## src/rtl/por_reset_sequencer.sv

```systemverilog
// rtl/por_reset_sequencer.sv - power-on / pad reset sequencer with debounce, stretch and staggered release
module por_reset_sequencer #(
  parameter int SYNC_STAGES     = 2,
  parameter int DEBOUNCE_CYCLES = 4,
  parameter int STRETCH_CYCLES  = 16,
  parameter int STAGGER_CYCLES  = 8
) (
  input  logic       clock,
  input  logic       reset,
  input  logic       porb_l,
  input  logic       ext_resetb,
  output logic       core_resetb,
  output logic       user_reset,
  output logic       por_done,
  output logic [1:0] rst_cause,
  output logic [7:0] ext_rst_count
);

  typedef enum logic [1:0] {S_WAIT, S_STRETCH, S_CORE, S_RUN} state_t;

  localparam logic [3:0] DEB_LAST     = 4'(DEBOUNCE_CYCLES - 1);
  localparam logic [7:0] STRETCH_LAST = 8'(STRETCH_CYCLES - 1);
  localparam logic [7:0] STAGGER_LAST = 8'(STAGGER_CYCLES - 1);

  logic [SYNC_STAGES-1:0] porb_sync;
  logic [SYNC_STAGES-1:0] ext_sync;
  logic                   porb_s;
  logic                   ext_s;
  logic                   ext_f;
  logic [3:0]             filt_cnt;
  logic                   ext_fall;
  logic                   ok;

  state_t     state, state_next;
  logic [7:0] cnt, cnt_next;
  logic       load_cause;

  assign porb_s = porb_sync[SYNC_STAGES-1];
  assign ext_s  = ext_sync[SYNC_STAGES-1];
  assign ok     = porb_s & ext_f;

  always_ff @(posedge clock) begin
    if (reset) begin
      porb_sync <= '0;
      ext_sync  <= '1;
    end else begin
      porb_sync <= {porb_sync[SYNC_STAGES-2:0], porb_l};
      ext_sync  <= {ext_sync[SYNC_STAGES-2:0], ext_resetb};
    end
  end

  // Filter only flips after the synchronized pad value has disagreed for a full window.
  assign ext_fall = ext_f && !ext_s && (filt_cnt == DEB_LAST);

  always_ff @(posedge clock) begin
    if (reset) begin
      ext_f         <= 1'b1;
      filt_cnt      <= '0;
      ext_rst_count <= '0;
    end else begin
      if (ext_s != ext_f) begin
        if (filt_cnt == DEB_LAST) begin
          ext_f    <= ext_s;
          filt_cnt <= '0;
        end else begin
          filt_cnt <= filt_cnt + 4'd1;
        end
      end else begin
        filt_cnt <= '0;
      end
      if (ext_fall && (ext_rst_count != 8'hff)) begin
        ext_rst_count <= ext_rst_count + 8'd1;
      end
    end
  end

  always_comb begin
    state_next = state;
    cnt_next   = cnt;
    load_cause = 1'b0;
    case (state)
      S_WAIT: begin
        if (ok) begin
          state_next = S_STRETCH;
          cnt_next   = '0;
        end
      end
      S_STRETCH: begin
        if (!ok) begin
          state_next = S_WAIT;
          load_cause = 1'b1;
        end else if (cnt == STRETCH_LAST) begin
          state_next = S_CORE;
          cnt_next   = '0;
        end else begin
          cnt_next = cnt + 8'd1;
        end
      end
      S_CORE: begin
        if (!ok) begin
          state_next = S_WAIT;
          load_cause = 1'b1;
        end else if (cnt == STAGGER_LAST) begin
          state_next = S_RUN;
        end else begin
          cnt_next = cnt + 8'd1;
        end
      end
      default: begin
        if (!ok) begin
          state_next = S_WAIT;
          load_cause = 1'b1;
        end
      end
    endcase
  end

  always_ff @(posedge clock) begin
    if (reset) begin
      state     <= S_WAIT;
      cnt       <= '0;
      rst_cause <= 2'b00;
      por_done  <= 1'b0;
    end else begin
      state <= state_next;
      cnt   <= cnt_next;
      if (load_cause) begin
        rst_cause <= {~ext_f, ~porb_s};
      end
      if (state_next == S_RUN) begin
        por_done <= 1'b1;
      end
    end
  end

  // Reset gating keeps both resets asserted even before the first edge of a reset pulse.
  assign core_resetb = !reset && ((state == S_CORE) || (state == S_RUN));
  assign user_reset  = reset || (state != S_RUN);

endmodule

```

## config.mk

```make
export PLATFORM = sky130hd
export DESIGN_NAME = por_reset_sequencer
export DESIGN_NICKNAME = d
export VERILOG_FILES = /design/src/rtl/por_reset_sequencer.sv
export SDC_FILE = /design/constraint.sdc
export NUM_CORES = 1
export LEC_CHECK = 0
export BUFFER_PORTS_ARGS = -buffer_cell sky130_fd_sc_hd__buf_2
export CORE_MARGIN = 1
export CORE_UTILIZATION = 61
export DETAILED_ROUTE_END_ITERATION = 16
export PLACE_DENSITY = 0.86
export SLEW_MARGIN = 20
export SYNTH_ARGS = -nofsm -noshare
export SYNTH_HDL_FRONTEND = slang
export SYNTH_SLANG_ARGS = --single-unit
```

## constraint.sdc

```tcl
create_clock -name clock -period 6.5 [get_ports clock]
set_input_delay 0.975 -clock clock [delete_from_list [all_inputs] [get_ports clock]]
set_output_delay 0.975 -clock clock [all_outputs]
set_load 0.02 [all_outputs]
```

==> flow_summary.yaml <==
synthesis:
  yosysTopAreaCellShare_pct: 39.1
  ys_warn_count: 0
  synthTopCellsByCount: "30 x dfxtp_1, 18 x nor2_1, 9 x nand2_1"
  async_reset_ff_share_pct: 0
  ys_ff_latch: 30
  syn-num-nets: 185
  synthCells: 173
  netlist_area_sq_um: 1540
  ys.flop_type: "dfxtp_1"
  syn_avg_cell_area_sq_um: 8.87
  post-synth-top-area-cell: "dfxtp_1"
  synth-edff-count: 0
  yosysMostFrequentCell: "dfxtp_1"
  yosysSeqAreaShare_pct: 39.1
  synth_area_leaders: "dfxtp_1 39%, ha_1 6.5%, xor2_1 4.6%, nor2_1 4.4%, o211ai_1 2.9%"
  ys_types: 41
timing:
  fin_crit_ns: 2.81
  slew_viol_final: 0
  setup_viol: 0
  timing.fmax_mhz: 356
  slew_headroom_pct: 36.6
  min_period_over_period_pct: 43.3
  tightest_slew_ns: 0.938
  clock_skew_ns: 0.00813
  fin_tns_setup_ns: 0
  finalHoldViolCount: 0
  rsz0062_at_grt: "false"
die:
  die_x_um: 52.2
  coreArea_sq_um: 2300
  design.die.area_sq_um: 2720
  initial_utilization_pct: 66.8
  dieHeight_um: 52.2
  row_count: 17
  io_pins: 17
pwr:
  power_density_nw_per_um2: 193
  finalPower_uw: 322
  ir_drop_mv: 0.144
  leakage_nw: 0.668
drt:
  ant_nets: 0
  avgRoutedWirePerCell_um: 13.8
  num_vias: 1313
  vias_per_cell: 6.05
  drt_iter0_markers: 36
  drc: 0
  dr.pass1.iters: 4
  wl_um: 2990
clock_network:
  post-cts-setup-buffers: 0
  clkTransAtPathRegs_ns: 0.10
  clock-sinks: 30
  hold_buffers: 0
  clock-root-buffer: "clkbuf_4"
  h-tree-depth: 2
  numCtsBuffers: 5
  cts_tree: "built"
  clk_latency_ns: 0.34
  cts_buffer_depth: 2
  cts_resized: 0
global_route:
  grt_overflow: 0
  grt_max_degree: 26
  grt-busiest-layer: "met2"
  grtUsageMet1_pct: 31.7
  grt_util_met3_pct: 9.36
  antenna_found_initial: 0
  grt_pass1_vias: 1213
  grt_util_met2_pct: 38.2
  grt_pass1_wl_um: 5090
  grt.total_usage_pct: 25.9
critical_path:
  worstSetupEndpointType: "primary output"
  cp-startpoint: "reset"
  r2r-start: "state[0]"
  critPathSlowestCell: "buf_2"
  crit_top_cell: "buf_2"
  cp-start-kind: "primary input"
  required_ns: 5.52
  reg2regPathDepth: 6
  cp.arrival_ns: 1.84
  cp_slowest_stage_delay_ns: 0.36
  regToRegEndpoint: "cnt[6]"
  crit_buf_inv: 3
  crit_chain: "buf_2 -> inv_1 -> nand2_1 -> buf_2"
  path_delay_family: "buffers and inverters"
  crit_type: "primary input to primary output"
  cp_max_fo: 25
  ff2ff_setup_slack_ns: 4.10
placed_design:
  placed_area_sq_um: 1610
  place_congestion: 0.904
  portBuffers: 16
  dpl.hpwl_um: 2090
min_path:
  hold_depth: 1
  hp-start: "ext_sync[0]"
  hold_path_end: "ext_sync[1]"
  worstHoldPathType: "register to register"
job:
  drv_cap: 0
finish:
  fillers: 185
  drive_gt1_share_pct: 16.9
  fin_nets: 200
  syn_to_final_growth_pct: 8.72
  final_area_sq_um: 1670
  antenna_cells: 0
status:
  status: "finished, final reports clean"
==> registers in the layout (all words and copies together), names as in the netlist <==
| name | count |
|---|---|
| por_done | 1 |
| ext_sync | 2 |
| ext_rst_count | 8 |
| filt_cnt | 4 |
| state | 2 |
| cnt | 8 |
| ext_f | 1 |
| porb_sync | 2 |
| rst_cause | 2 |
==> layout make-up <==
cell class                      count  area, sq um  area share [%]
Timing Repair Buffer               16         80.1            4.80
Tap cell                           28         35.0            2.10
Sequential cell                    30          601            36.0
Inverter                            7         26.3            1.57
Multi-Input combinational cell    128          863            51.7
Clock inverter                      2         12.5           0.750
Clock buffer                        6         51.3            3.07
==> layout by cell type (no fill, tap or decap), types with 5 or more instances in the layout <==
cell / n
ha_1: 8
nand2_1: 9
o21ai_0: 5
clkbuf_4: 5
dfxtp_1: 30
nand3_1: 6
nor3_1: 6
buf_2: 16
nor2_1: 18
inv_1: 7
xor2_1: 8
o211ai_1: 6
==> layer usage <==
layer  share of wire, %  wire length (um)  up-vias
li1                   -                 -      660
met1                 44              1330      593
met2                 46              1370       52
met3                7.4               220        8
met4                2.2                66        0
met5                  0                 0        -
==> power breakdown <==
| part | switching [mW] | total, mW | internal (mW) |
|---|---|---|---|
| Clock | 0.0683 | 0.120 | 0.0519 |
| Sequential | 0.000956 | 0.187 | 0.186 |
| Combinational | 0.00995 | 0.0147 | 0.00479 |
==> cell families (layout without fill, tap and decap cells) <==
| family | after synthesis | after routing | synth area share, % |
|---|---|---|---|
| compound gates | 34 | 34 | 15.9 |
| xor+xnor | 12 | 12 | 6.85 |
| fa+ha+maj | 8 | 8 | 6.52 |
| buf+inv | 15 | 31 | 4.65 |
| flops | 30 | 30 | 39.1 |
| mux | 2 | 2 | 1.30 |
| simple gates | 72 | 72 | 25.7 |
==> worst register-to-register path, stage by stage (launching register included) <==
cell	delay, ns
dfxtp_1	0.41
inv_1	0.11
ha_1	0.33
or3_4	0.43
a21o_1	0.30
or4_1	0.51
a211oi_1	0.24
==> worst max path at each step <==
stage | to | slack [ns] | depth (start not counted)
final | user_reset | 3.69 | 4
after global routing | user_reset | 3.59 | 4
after CTS | user_reset | 3.70 | 4
after detailed placement | user_reset | 3.70 | 4
after global placement | user_reset | 3.73 | 4
after floorplan | core_resetb | 3.89 | 3
==> per-stage QoR <==
stage	instances	util [%]	hold WS [ns]	setup WS [ns]
3_3_place_gp	209	69.9	0.395	3.73
6_report	217	72.7	0.417	3.69
4_1_cts	217	72.7	0.419	3.70
3_5_place_dp	209	69.9	0.396	3.70
5_1_grt	217	72.7	0.433	3.59
2_1_floorplan	173	-	0.389	3.89
Power figures use the tool's default switching activity.
